File: config.mk
export PLATFORM = sky130hd
export DESIGN_NAME = rr_arbiter_83
export DESIGN_NICKNAME = d
export VERILOG_FILES = /design/src/rtl/rr_arbiter_83.sv
export SDC_FILE = /design/constraint.sdc
export NUM_CORES = 1
export LEC_CHECK = 0
export BUFFER_PORTS_ARGS = -buffer_cell sky130_fd_sc_hd__buf_2
export CAP_MARGIN = 20
export CORE_ASPECT_RATIO = 0.5
export CORE_UTILIZATION = 30
export CTS_CLUSTER_DIAMETER = 30
export CTS_CLUSTER_SIZE = 12
export DETAILED_ROUTE_END_ITERATION = 10
export SLEW_MARGIN = 10
export SYNTH_ARGS = -nofsm -noshare
export SYNTH_HDL_FRONTEND = slang
export SYNTH_SLANG_ARGS = --single-unit
File: constraint.sdc
create_clock -name clk -period 9.2 [get_ports clk]
set_input_delay 0.92 -clock clk [delete_from_list [all_inputs] [get_ports clk]]
set_output_delay 0.92 -clock clk [all_outputs]
set_load 0.01 [all_outputs]
File: src/rtl/rr_arbiter_83.sv
// rtl/rr_arbiter_83.sv - eight-way round-robin arbiter with bounded hold and one-cycle turnaround
module rr_arbiter_83 #(
  parameter int MAX_HOLD = 16
) (
  input  logic       clk,
  input  logic       rst_n,
  input  logic       en,
  input  logic [7:0] req,
  output logic [7:0] gnt,
  output logic [2:0] gnt_idx,
  output logic       gnt_vld,
  output logic       timeout
);

  typedef enum logic [1:0] {
    IDLE    = 2'd0,
    GRANT   = 2'd1,
    RELEASE = 2'd2
  } state_t;

  localparam logic [7:0] HOLD_LIM = 8'(MAX_HOLD);
  localparam logic       HOLD_ON  = (MAX_HOLD != 0);

  state_t     state;
  logic [2:0] ptr;
  logic [7:0] cnt;
  logic       found;
  logic [2:0] win;
  logic [2:0] cand;

  // First requester at or after ptr, wrapping modulo 8.
  always_comb begin
    found = 1'b0;
    win   = 3'd0;
    cand  = 3'd0;
    for (int i = 0; i < 8; i++) begin
      cand = ptr + 3'(i);
      if (!found && req[cand]) begin
        found = 1'b1;
        win   = cand;
      end
    end
  end

  always_ff @(posedge clk or negedge rst_n) begin
    if (!rst_n) begin
      state   <= IDLE;
      ptr     <= 3'd0;
      cnt     <= 8'd0;
      gnt     <= 8'd0;
      gnt_idx <= 3'd0;
      gnt_vld <= 1'b0;
      timeout <= 1'b0;
    end else begin
      case (state)
        GRANT: begin
          if (!req[gnt_idx] || (HOLD_ON && cnt == HOLD_LIM)) begin
            state   <= RELEASE;
            timeout <= req[gnt_idx];
            cnt     <= 8'd0;
            gnt     <= 8'd0;
            gnt_idx <= 3'd0;
            gnt_vld <= 1'b0;
          end else if (cnt != 8'hFF) begin
            cnt <= cnt + 8'd1;
          end
        end
        default: begin
          // IDLE and RELEASE share the selection; RELEASE only lasts one cycle.
          timeout <= 1'b0;
          if (en && found) begin
            state   <= GRANT;
            gnt     <= 8'b1 << win;
            gnt_idx <= win;
            gnt_vld <= 1'b1;
            cnt     <= 8'd1;
            ptr     <= win + 3'd1;
          end else begin
            state   <= IDLE;
            gnt     <= 8'd0;
            gnt_idx <= 3'd0;
            gnt_vld <= 1'b0;
          end
        end
      endcase
    end
  end

endmodule

# After elaboration in Yosys (flattened, before gate mapping)
# Index checks and enable logic that the tools add are counted.
# op_classes
add_sub_neg	9
multipliers	0
div	0
order_cmp	9
eq_ne	5
shifts	1
muxes	52
bitwise_logic	1
n_reduce_logical	20
# op_table
cell	count
$mux W8	7
$lt A3 B4 Y1 const B	9
$mux W3	11
$bmux W1 S3	9
$mux W1	23
$add A3 B3 Y3 const B	4
$add A8 B1 Y8 const B	1
$eq A8 B5 Y1 const B	1
$logic_and A1 B1 Y1	8
$logic_not A1 Y1	8
$ne A8 B8 Y1 const B	1
$shl A1 B3 Y8 const A	1
$add A3 B1 Y3 const B	2
$add A3 B2 Y3 const B	2
$mux W2	2
$reduce_and A2 Y1	2
$ne A3 B3 Y1 const B	1
$eq A2 B1 Y1 const B	1
$ne A2 B2 Y1 const B	1
$reduce_bool A2 Y1	1
$logic_or A1 B1 Y1	1
$not A1 Y1	1
# word_totals
ff_bits	26
latchBits	0
mem_bits_rw	0
mem_bits_ro	0
in_bits	11
out_inout_bits	13
wordCells	104
n_memories	0

# Depth between registers and ports, before layout
# Gate-level depths: netlist of the first run.
# depth
depth_word	27
ltp_mapped	16
mapped_depth_nobuf	13

# Worst setup path after synthesis of the first run
# OpenSTA, ideal clock, no wires.
# synth_path
kind	reg-to-reg
from	register ptr[0]
to	register ptr[2]
setup_ns	0.125
t_arrival_ns	3.368
t_required_ns	9.075
slack_ns	5.707
stages_incl_launch_ff	17
path_buffers	3
synth_period_minus_slack_ns	3.493
path_cell_list	dfrtp_1 > buf_6 > buf_2 > inv_1 > ha_1 > clkbuf_1 > mux4_2 > mux2i_1 > o21ai_1 > a41oi_1 > a21bo_1 > nand2_1 > inv_1 > ha_1 > ha_1 > nand2_1 > o21ai_1
# synth_between
elab_chain_len	26
elab_cells_between_ends	56
classes_between	8 x add/sub; 32 x mux; 16 x reduce/logical
# synth_lines
item	line	rtl
start, declared	25	logic [2:0] ptr;
start signal, assigned	77	ptr <= win + 3'd1;
parallel branches: the longest is 26 deep, another holds $add A3 B1 Y3	--	
# Several ways; the timed one is not identified. The select of a mux whose other input is x is not followed.
# A chain may end at the register's enable or synchronous reset.

# Worst setup path in the final report of the first run
# Ends and elaborated chain as after synthesis.

==> metrics.md, run 1 <==
| Metric | Value |
|---|---|
| Number of antenna-violating nets in the routed design | 0 |
| Fin area | about 0.0025 mm² |
| H-tree depth | 1 |
| Final Max Tran Viols | 0 |
| PnR worst setup slack | slightly above 5 ns |
| Grt ovf | 0 |
| Cell Chain, Critical Path | buf_16, inv_1, ha_1, mux4_2, a211o_1, o32ai_4, nand2_1, a211oi_1, nor2_1, a31oi_1, ha_1, ha_1, nand2_1, o21ai_1 |
| Post-route clock period utilization | 0.452 |
| Hold WC Path Type | reg -> reg |
| Leak | between 1 and 1.5 nW |
| Clock tree buffer depth | 2 |
| Largest net degree at the start of global routing | 26 |
| Post-Syn Area per Cell | ~9.4 µm² |
| Post-Syn Area | about 0.0022 mm² |
| Commonest non-fill, non-tap cell in the layout | nand2_1 |
| Placement-stage cell area | 0.00236 mm² |
| Final core utilization | 0.359 |
| Total vias in the final route | 1833 |
| Buffers & Inverters on Critical Path | 2 |
| Final Hold Vio Count | 0 |
| Rows | 21 |
| Post-Syn Nets | 253 |
| Setup WS pre-CTS | between 4 and 5 ns |
| Worst-path maximum fanout | 16 |
| N_diodes | 0 |
| Die Area | 0.00766 mm² |
| Initial DRC count | between 50 and 60 |
| Total routed wirelength | 5.21 mm |
| TritonCTS buffer count | 3 |
| Post-CTS sizing | 0 |
| Fillers | between 600 and 700 |
| Setup total negative slack | 0 ns |
| Vias in the first global route | 1829 |
| Seq/Total Area, Yosys | 0.286 |
| CORE AREA | approximately 0.0069 mm² |
| Status | finished, final reports clean |
| Max_cap viols | 0 |
| Library cells used by synthesis | 53 |
| DP HPWL | approximately 4 mm |
| Period minus WS final | ~4.2 ns |
| Delay-heaviest family, CP | compound AO/OA/AOI/OAI gates |
| Clock Sinks | 25 |
| Worst endpoint required time | 9.31 ns |
| Crit-path max cell delay | 0.69 ns |
| # setup viols final | 0 |
| Fin Hold WS | between 0.4 and 0.5 ns |
| Die X-Extent | between 100 and 150 µm |
| First-pass GRT wire length | 8.85 mm |
| Relative slew slack | 0.421 |
| Post-route DRC | 0 |
| Share of layout cells above drive strength 1 | 0.225 |
| Area growth syn-to-layout | 12.5% |
| I/O pin count | 24 |
| Fmax | about 0.24 GHz |
| RSZ-0062 raised after global routing | no |
| Async SR Flop Fraction | 1.00 |
| Routability-driven placement congestion ratio | a little under 0.9 |
| Drt first pass iters | 4 |
| Yosys warns | 0 |
| WP data arrival | between 4 and 5 ns |
| Tot Pwr | 0.993 mW |
| Vias/cell | about 5.4 |
| Clk_skew | about 0.0016 ns |
| VDD IR-drop max | around 0.00015 V |
| Initial Util | 0.319 |
| Total Routing Usage GR | 0.142 |
| Clk slew on worst S/H paths | about 0.060 ns |
| Initial antenna violation count | 0 |
| Most frequent cells in the layout | 30 x nand2_1, 25 x dfrtp_1, 23 x buf_2, 14 x mux4_2, 14 x o21ai_1 |
| CTS tree | yes |
| Worst Setup End Kind | register |
| Multi-input logic area | roughly 0.0014 mm² |
| Buffers on Ports | 23 |
| Post-layout nets | between 200 and 300 |
| Synth Flop Type | dfrtp_1 |
| WS Path Type | reg -> reg |
| Post-CTS setup buffer count | 0 |
| Slowest CP cell | mux4_2 |
| Worst slew pin tran | around 0.87 ns |
| Most repeated library cell on the critical path | ha_1 |
| WL/cell | around 15 µm |
| Power Dens Cells | 403 mW/mm² |
| Die height | roughly 62 µm |
| Synth Register Bits | 25 |
| Sequential Area | 626 µm² |
| Non-filler cells, final | approximately 340 |
| Setup crit start kind | register |
| Root Buffer | clkbuf_16 |
| Hold-fix buffers, CTS | 0 |
| Synth Instances | approximately 230 |
| Placed cells | 336 |
| Clk_lat worst skew | 0.25 ns |
| EDFF count, synth | 0 |
==> metal layers <==
layer / vias to the layer above / track usage / part of all wire
li1: 900 / - / -
met3: 2 / 0.0128 / 0.025
met1: 896 / 0.199 / 0.50
met5: - / 0 / 0
met2: 35 / 0.232 / 0.47
met4: 0 / 0.0457 / 0.0052
==> registers in the layout (all words and copies together), names as in the netlist <==
signal / flops
ptr: 3
gnt_idx: 3
state: 2
cnt: 8
gnt: 8
timeout: 1
==> tightest hold or removal path: cells and delay by family, from the launching register on <==
family / cells / cell delay, ns
DFF: 1 / 0.34
AOI/OAI and AO/OA: 1 / 0.06
and+or+nand+nor: 1 / 0.05
==> layout make-up <==
cell class | instances | area share
Timing Repair Buffer | 25 | 0.0610
Multi-Input combinational cell | 181 | 0.585
Tap cell | 92 | 0.0467
Sequential cell | 25 | 0.254
Clock buffer | 4 | 0.0320
Inverter | 14 | 0.0213
==> where the power goes <==
group	switching [mW]	leakage (nW)	internal, mW
Combinational	0.396	0.704	0.314
Sequential	0.0470	0.334	0.141
Clock	0.0351	0.0382	0.0591
==> synthesized netlist by cell type, types with 2 or more instances <==
master | count | area [µm²]
o21ai_1 | 14 | 70.1
dfrtp_1 | 25 | 626
nor2_1 | 12 | 45.0
a2bb2oi_1 | 2 | 17.5
nor3_1 | 5 | 25.0
a31oi_1 | 8 | 50.1
mux4_2 | 14 | 315
clkbuf_1 | 5 | 18.8
and2_1 | 4 | 25.0
a21oi_1 | 12 | 60.1
a211o_1 | 2 | 17.5
nand2_1 | 30 | 113
nor2b_1 | 3 | 18.8
nand2b_1 | 5 | 31.3
inv_1 | 11 | 41.3
nand3_1 | 8 | 40.0
buf_2 | 5 | 25.0
ha_1 | 9 | 113
buf_6 | 2 | 22.5
mux2i_1 | 10 | 100
mux2_2 | 8 | 90.1
a41oi_1 | 2 | 17.5
inv_2 | 2 | 7.51
o21ai_0 | 4 | 20.0
a221oi_1 | 2 | 17.5
and3_1 | 2 | 12.5
==> cells by family (layout without fill, tap and decap cells) <==
kind of cell    count (synthesis)  after routing  share of synthesized area
xor+xnor                        2              2                    0.00801
flops                          25             25                      0.286
mux                            34             34                      0.243
fa+ha+maj                       9              9                     0.0515
buf+inv                        27             43                     0.0560
simple gates                   76             76                      0.166
compound gates                 60             60                      0.190
==> final timing paths <==
path | startpoint | to | slack [ns] | cells after the start
hold / removal | gnt[1]$_DFFE_PN0P_ | gnt[1]$_DFFE_PN0P_ | 0.48 | 2
setup / recovery | ptr[0]$_DFFE_PN0P_ | ptr[2]$_DFFE_PN0P_ | 5.04 | 14
hold reg to reg | gnt[1]$_DFFE_PN0P_ | gnt[1]$_DFFE_PN0P_ | 0.48 | 2
min in group asynchronous | rst_n | ptr[2]$_DFFE_PN0P_ | 0.65 | 1
setup reg to reg | ptr[0]$_DFFE_PN0P_ | ptr[2]$_DFFE_PN0P_ | 5.04 | 14
max in group asynchronous | rst_n | cnt[0]$_DFFE_PN0P_ | 8.18 | 1
No activity file was read; power rests on OpenSTA's default activity.
==> run 2, diff against run 1 <==
ABC_AREA = 1   (was default)
clock period = 4.3 ns   (was 9.2 ns; I/O delays follow)
==> run 2 against run 1 <==
  * Hold slack worse by 0.32 ns
  * Flip-flop and latch count unchanged
  * Clock skew about the same
  * Area after synthesis down 2.0%
  * Core utilization down 0.73 points
  * First-iteration DRC count up 38%
  * Non-clock buffer count down 2
  * Die area down 1.9%
  * Synthesized cell count up 26%
  * Final area down 2.8%
  * Highest routed layer unchanged
==> metrics.md, run 2 <==
| Metric | Value |
|---|---|
| Total routed wirelength | around 4.8 mm |
| Seq/Total Area, Yosys | 0.292 |
| WS Path Type | reg -> reg |
| Post-Syn Nets | between 300 and 400 |
| Clock Sinks | 25 |
| Post-CTS setup buffer count | 0 |
| Vias in the first global route | 1810 |
| Fillers | 738 |
| Rows | 21 |
| Hold WC Path Type | in -> async |
| Vias/cell | 4.78 |
| Top cell type's share of synthesized area | 0.292 |
| DP HPWL | 3.81 mm |
| Setup crit start kind | register |
| Sequential Area | 626 µm² |
| Post-Syn Area | 0.00214 mm² |
| H-tree depth | 1 |
| Hold-fix buffers, CTS | 0 |
| Synth Register Bits | 25 |
| N_diodes | 0 |
| Post-layout nets | around 340 |
| Die X-Extent | 122 µm |
| Total vias in the final route | ~1900 |
| Clk_skew | 0.00204 ns |
| Root Buffer | clkbuf_16 |
| Placed cells | a little over 400 |
| First-pass GRT wire length | between 8 and 9 mm |
| RSZ-0062 raised after global routing | no |
| Library cells used by synthesis | 37 |
| Largest cells by area after synthesis | dfrtp_1 29%, nand2_1 15%, nand3_1 6.8% |
| Most frequent cells after synthesis | 84 x nand2_1, 30 x inv_1, 29 x nand3_1, 25 x dfrtp_1, 21 x nor2_1 |
| Post-CTS sizing | 0 |
| Multi-input logic area | 0.00132 mm² |
| Placement-stage cell area | ~0.0023 mm² |
| Most frequent cells in the layout | 84 x nand2_1, 30 x inv_1, 29 x nand3_1, 25 x dfrtp_1, 23 x buf_2 |
| Worst-path maximum fanout | 10 |
| Synth Instances | 294 |
| Relative slew slack | 0.620 |
| CORE AREA | 0.00681 mm² |
| Initial Util | 0.315 |
| TritonCTS buffer count | 3 |
| Commonest non-fill, non-tap cell in the layout | nand2_1 |
| # setup viols final | 0 |
| Post-Syn Area per Cell | 7.29 µm² |
| Synth Flop Type | dfrtp_1 |
| Clk slew on worst S/H paths | roughly 0.060 ns |
| Fmax | 0.295 GHz |
| Final Hold Vio Count | 0 |
| Biggest area consumer among synthesized cells | dfrtp_1 |
| Most frequent cell after synthesis | nand2_1 |
| Drt first pass iters | 4 |
| Worst Setup End Kind | register |
| I/O pin count | 24 |
| Worst slew pin tran | about 0.57 ns |
| Buffers on Ports | 23 |
| Clock tree buffer depth | 2 |
| Grt ovf | 0 |
| Share of layout cells above drive strength 1 | 0.235 |
| Initial antenna violation count | 0 |
| Non-filler cells, final | roughly 410 |
| Max_cap viols | 0 |
| Status | finished, final reports clean |
| Post-route DRC | 0 |
| WP data arrival | 3.53 ns |
| Die Area | approximately 0.0075 mm² |
| Number of antenna-violating nets in the routed design | 0 |
| Fin area | approximately 0.0024 mm² |
| Final Max Tran Viols | 0 |
| Initial DRC count | between 70 and 80 |
| Clk_lat worst skew | 0.25 ns |
| Largest regs | cnt: 8 flops, gnt: 8 flops |
| Die height | ~62 µm |
| Area growth syn-to-layout | 11.6% |
| Largest net degree at the start of global routing | 26 |
| Routability-driven placement congestion ratio | 0.849 |
| WL/cell | 11.8 µm |
| Period minus WS final | 3.39 ns |
| Final core utilization | 0.352 |
| Worst endpoint required time | 4.44 ns |
| Total Routing Usage GR | 0.139 |
| Post-route clock period utilization | 0.788 |
| Yosys warns | 0 |
| EDFF count, synth | 0 |
| Setup total negative slack | 0 ns |
| Async SR Flop Fraction | 1.00 |
| CTS tree | yes |
==> run 2: changes by cell type after synthesis, moves of 6 or more <==
cell,change
nand3_2,+13
nand3_1,+21
a31oi_1,-6
mux2_2,-8
inv_1,+19
nor2_1,+9
nand2_2,+9
o21ai_2,+8
a21oi_1,-10
o21ai_1,-10
nand2_1,+54
mux2i_1,-10
mux4_2,-14
==> run 2: metrics by stage <==
stage | hold slack (ns) | setup WS (ns)
floorplan | 0.134 | 1.51
global placement | 0.453 | 0.989
detailed placement | 0.454 | 0.962
CTS | 0.180 | 0.956
global route | 0.211 | 0.598
finish | 0.166 | 0.913
==> run 2: critical path, cell delays in order, from the launching register on <==
cell      delay, ns
dfrtp_1        0.60
clkinv_2       0.22
ha_1           0.43
inv_2          0.14
nand3_1        0.14
nand3_2        0.15
nand2_4        0.09
nor2_8         0.11
nand2_1        0.06
nor2_1         0.18
inv_1          0.06
a21oi_1        0.13
nand3_1        0.13
nand2_1        0.15
inv_1          0.08
ha_1           0.20
ha_1           0.27
nand2_1        0.08
o21ai_2        0.05
==> run 2: metal layers <==
layer  global-route usage  vias up  routed length (µm)
li1                     -      996                   -
met1                0.184      917                2400
met2                0.249       30                2220
met3               0.0173        2                 156
met4               0.0300        0                  25
met5                    0        -                   0
==> run 2: cell type report <==
cell class / count / share of cell area
Tap cell: 92 / 0.0481
Timing Repair Buffer: 23 / 0.0481
Inverter: 37 / 0.0596
Sequential cell: 25 / 0.261
Clock buffer: 4 / 0.0329
Multi-Input combinational cell: 226 / 0.550
==> run 2: kinds of logic (layout without fill, tap and decap cells) <==
kind of cell	count (synthesis)	count (layout)	synth area share
fa+ha+maj	9	9	0.0525
compound gates	30	30	0.0957
xor+xnor	8	8	0.0362
buf+inv	43	64	0.0945
simple gates	179	179	0.429
flops	25	25	0.292
==> run 2: final timing paths <==
kind	start	endpoint	slack [ns]	depth (start not counted)
worst max-delay path	ptr[1]$_DFFE_PN0P_	ptr[2]$_DFFE_PN0P_	0.91	18
worst min-delay path	rst_n	cnt[7]$_DFFE_PN0P_	0.17	1
worst max register to register	ptr[1]$_DFFE_PN0P_	ptr[2]$_DFFE_PN0P_	0.91	18
worst min register to register	gnt[4]$_DFFE_PN0P_	gnt[4]$_DFFE_PN0P_	0.48	2
max in group asynchronous	rst_n	gnt[1]$_DFFE_PN0P_	3.75	1
min in group clk	gnt[4]$_DFFE_PN0P_	gnt[4]$_DFFE_PN0P_	0.48	2
Power of run 2 is left out: the tool's default activity adds up to more than one toggle a clock period on the data nets, which glitch-free logic cannot reach.
==> run 3, diff against run 2 <==
clock period = 3 ns   (was 4.3 ns; I/O delays follow)
==> run 3 against run 2 <==
  * Via count is 1.1% lower
  * Global-route usage is 0.32 points lower
  * Sequential share of layout area is 0.90 points lower
  * Clock skew is 0.0033 ns higher
==> metrics.md, run 3 (synthesized netlist as in run 2, its figures left out) <==
| Metric | Value |
|---|---|
| Routability-driven placement congestion ratio | approximately 0.83 |
| Vias in the first global route | 1798 |
| Max_cap viols | 0 |
| Hold WC Path Type | in -> async |
| Clock Sinks | 25 |
| Post-layout nets | ~340 |
| Drt first pass iters | 4 |
| N_diodes | 0 |
| Largest net degree at the start of global routing | 26 |
| Die X-Extent | ~120 µm |
| Rows | 21 |
| WP data arrival | 2.92 ns |
| Commonest non-fill, non-tap cell in the layout | nand2_1 |
| Initial DRC count | 85 |
| Period minus WS final | between 2 and 3 ns |
| # setup viols final | 0 |
| Grt ovf | 0 |
| Initial Util | 0.315 |
| Most frequent cells in the layout | 83 x nand2_1, 30 x inv_1, 29 x nand3_1, 25 x dfrtp_1, 23 x buf_2 |
| WL/cell | 11.4 µm |
| Buffers on Ports | 23 |
| Area growth syn-to-layout | 15.6% |
| H-tree depth | 1 |
| Worst slew pin tran | around 0.56 ns |
| RSZ-0062 raised after global routing | no |
| Fmax | roughly 0.36 GHz |
| DP HPWL | between 3 and 4 mm |
| TritonCTS buffer count | 3 |
| Post-route clock period utilization | 0.925 |
| Die Area | about 0.0075 mm² |
| Total vias in the final route | just under 2000 |
| Clock tree buffer depth | 2 |
| Clk_skew | roughly 0.0053 ns |
| Final Max Tran Viols | 0 |
| Worst endpoint required time | around 3.1 ns |
| Die height | between 60 and 70 µm |
| Total Routing Usage GR | 0.136 |
| Share of layout cells above drive strength 1 | 0.269 |
| Initial antenna violation count | 0 |
| CTS tree | yes |
| Clk_lat worst skew | ~0.26 ns |
| Final Hold Vio Count | 0 |
| Status | finished, final reports clean |
| Largest regs | cnt: 8 flops, gnt: 8 flops |
| Root Buffer | clkbuf_16 |
| I/O pin count | 24 |
| Setup crit start kind | register |
| Reg2Reg Depth | 14 |
| Relative slew slack | 0.627 |
| Vias/cell | roughly 4.6 |
| Worst-path maximum fanout | 9 |
| Fillers | approximately 710 |
| Total routed wirelength | approximately 4.7 mm |
| Post-route DRC | 0 |
| Setup total negative slack | 0 ns |
| Worst Setup End Kind | register |
| Number of antenna-violating nets in the routed design | 0 |
| Clk slew on worst S/H paths | 0.06 ns |
| WS Path Type | reg -> reg |
| CORE AREA | 0.00681 mm² |
| First-pass GRT wire length | slightly above 8 mm |
run 3: cell count changes in the layout (fill, tap and decap cells not counted):
cell | previous run | this run
buf_4 | 0 | 8
ha_1 | 9 | 7
a31oi_1 | 2 | 1
a31oi_2 | 1 | 2
clkbuf_1 | 1 | 0
clkinv_2 | 1 | 2
ha_2 | 0 | 1
ha_4 | 0 | 1
nand2_1 | 84 | 83
nand2_2 | 9 | 10
run 3: final timing paths:
check / from / endpoint / slack, ns
min: rst_n / timeout$_DFFE_PN0P_ / 0.02
min in group clk: en / state[0]$_DFFE_PN0P_ / 0.46
max in group asynchronous: rst_n / gnt[2]$_DFFE_PN0P_ / 2.59
max reg2reg: ptr[1]$_DFFE_PN0P_ / ptr[2]$_DFFE_PN0P_ / 0.23
min reg2reg: gnt[4]$_DFFE_PN0P_ / gnt[4]$_DFFE_PN0P_ / 0.48
max: ptr[1]$_DFFE_PN0P_ / ptr[2]$_DFFE_PN0P_ / 0.23
run 3: per-stage QoR:
| step | instance area [µm²] | std cells | setup WS [ns] | hold slack [ns] | util |
|---|---|---|---|---|---|
| 5_1_grt | 2480 | 415 | 0.0174 | 0.0797 | 0.364 |
| 3_3_place_gp | 2360 | 409 | 0.198 | 0.324 | 0.347 |
| 3_5_place_dp | 2360 | 409 | 0.186 | 0.328 | 0.347 |
| 6_report | 2480 | 415 | 0.225 | 0.0191 | 0.364 |
| 2_1_floorplan | 2140 | 294 | 0.210 | 0.00441 | - |
| 4_1_cts | 2440 | 413 | 0.165 | 0.0505 | 0.359 |
run 3: timing repair:
item | 4_1_cts | 5_1_grt
resized for setup | 0 | 5
hold endpoints to repair | 0 | 0
setup endpoints to repair | 0 | 1
setup buffers | 0 | 2
hold buffers | 0 | 0
run 3: worst max-delay path: stages (launching register included):
cell and delay (ns):
dfrtp_1 0.37, buf_4 0.19, ha_2 0.23, xor2_2 0.21, nor2_1 0.11, a31oi_2 0.23
inv_2 0.08, nor3_1 0.25, nand3_1 0.16, nand2_1 0.15, inv_1 0.07, ha_1 0.21
ha_1 0.27, nand2_1 0.08, o21ai_2 0.05
run 3: final cells by class:
type                       instances  area [µm²]  area share
clock buffer                       3        75.1      0.0303
tap                               92         115      0.0464
clock inverter                     1        5.00     0.00202
inverter                          37         143      0.0575
multi-input combinational        226        1340       0.541
sequential                        25         626       0.252
timing repair buffer              31         175      0.0707
run 3: per-layer routing:
metal	GRT usage	vias up	share of wire
li1	-	1013	-
met1	0.175	887	0.49
met4	0.0370	0	0.011
met5	0	-	0
met2	0.252	18	0.48
met3	0.0109	6	0.015
Power of run 3 is left out for the same reason.
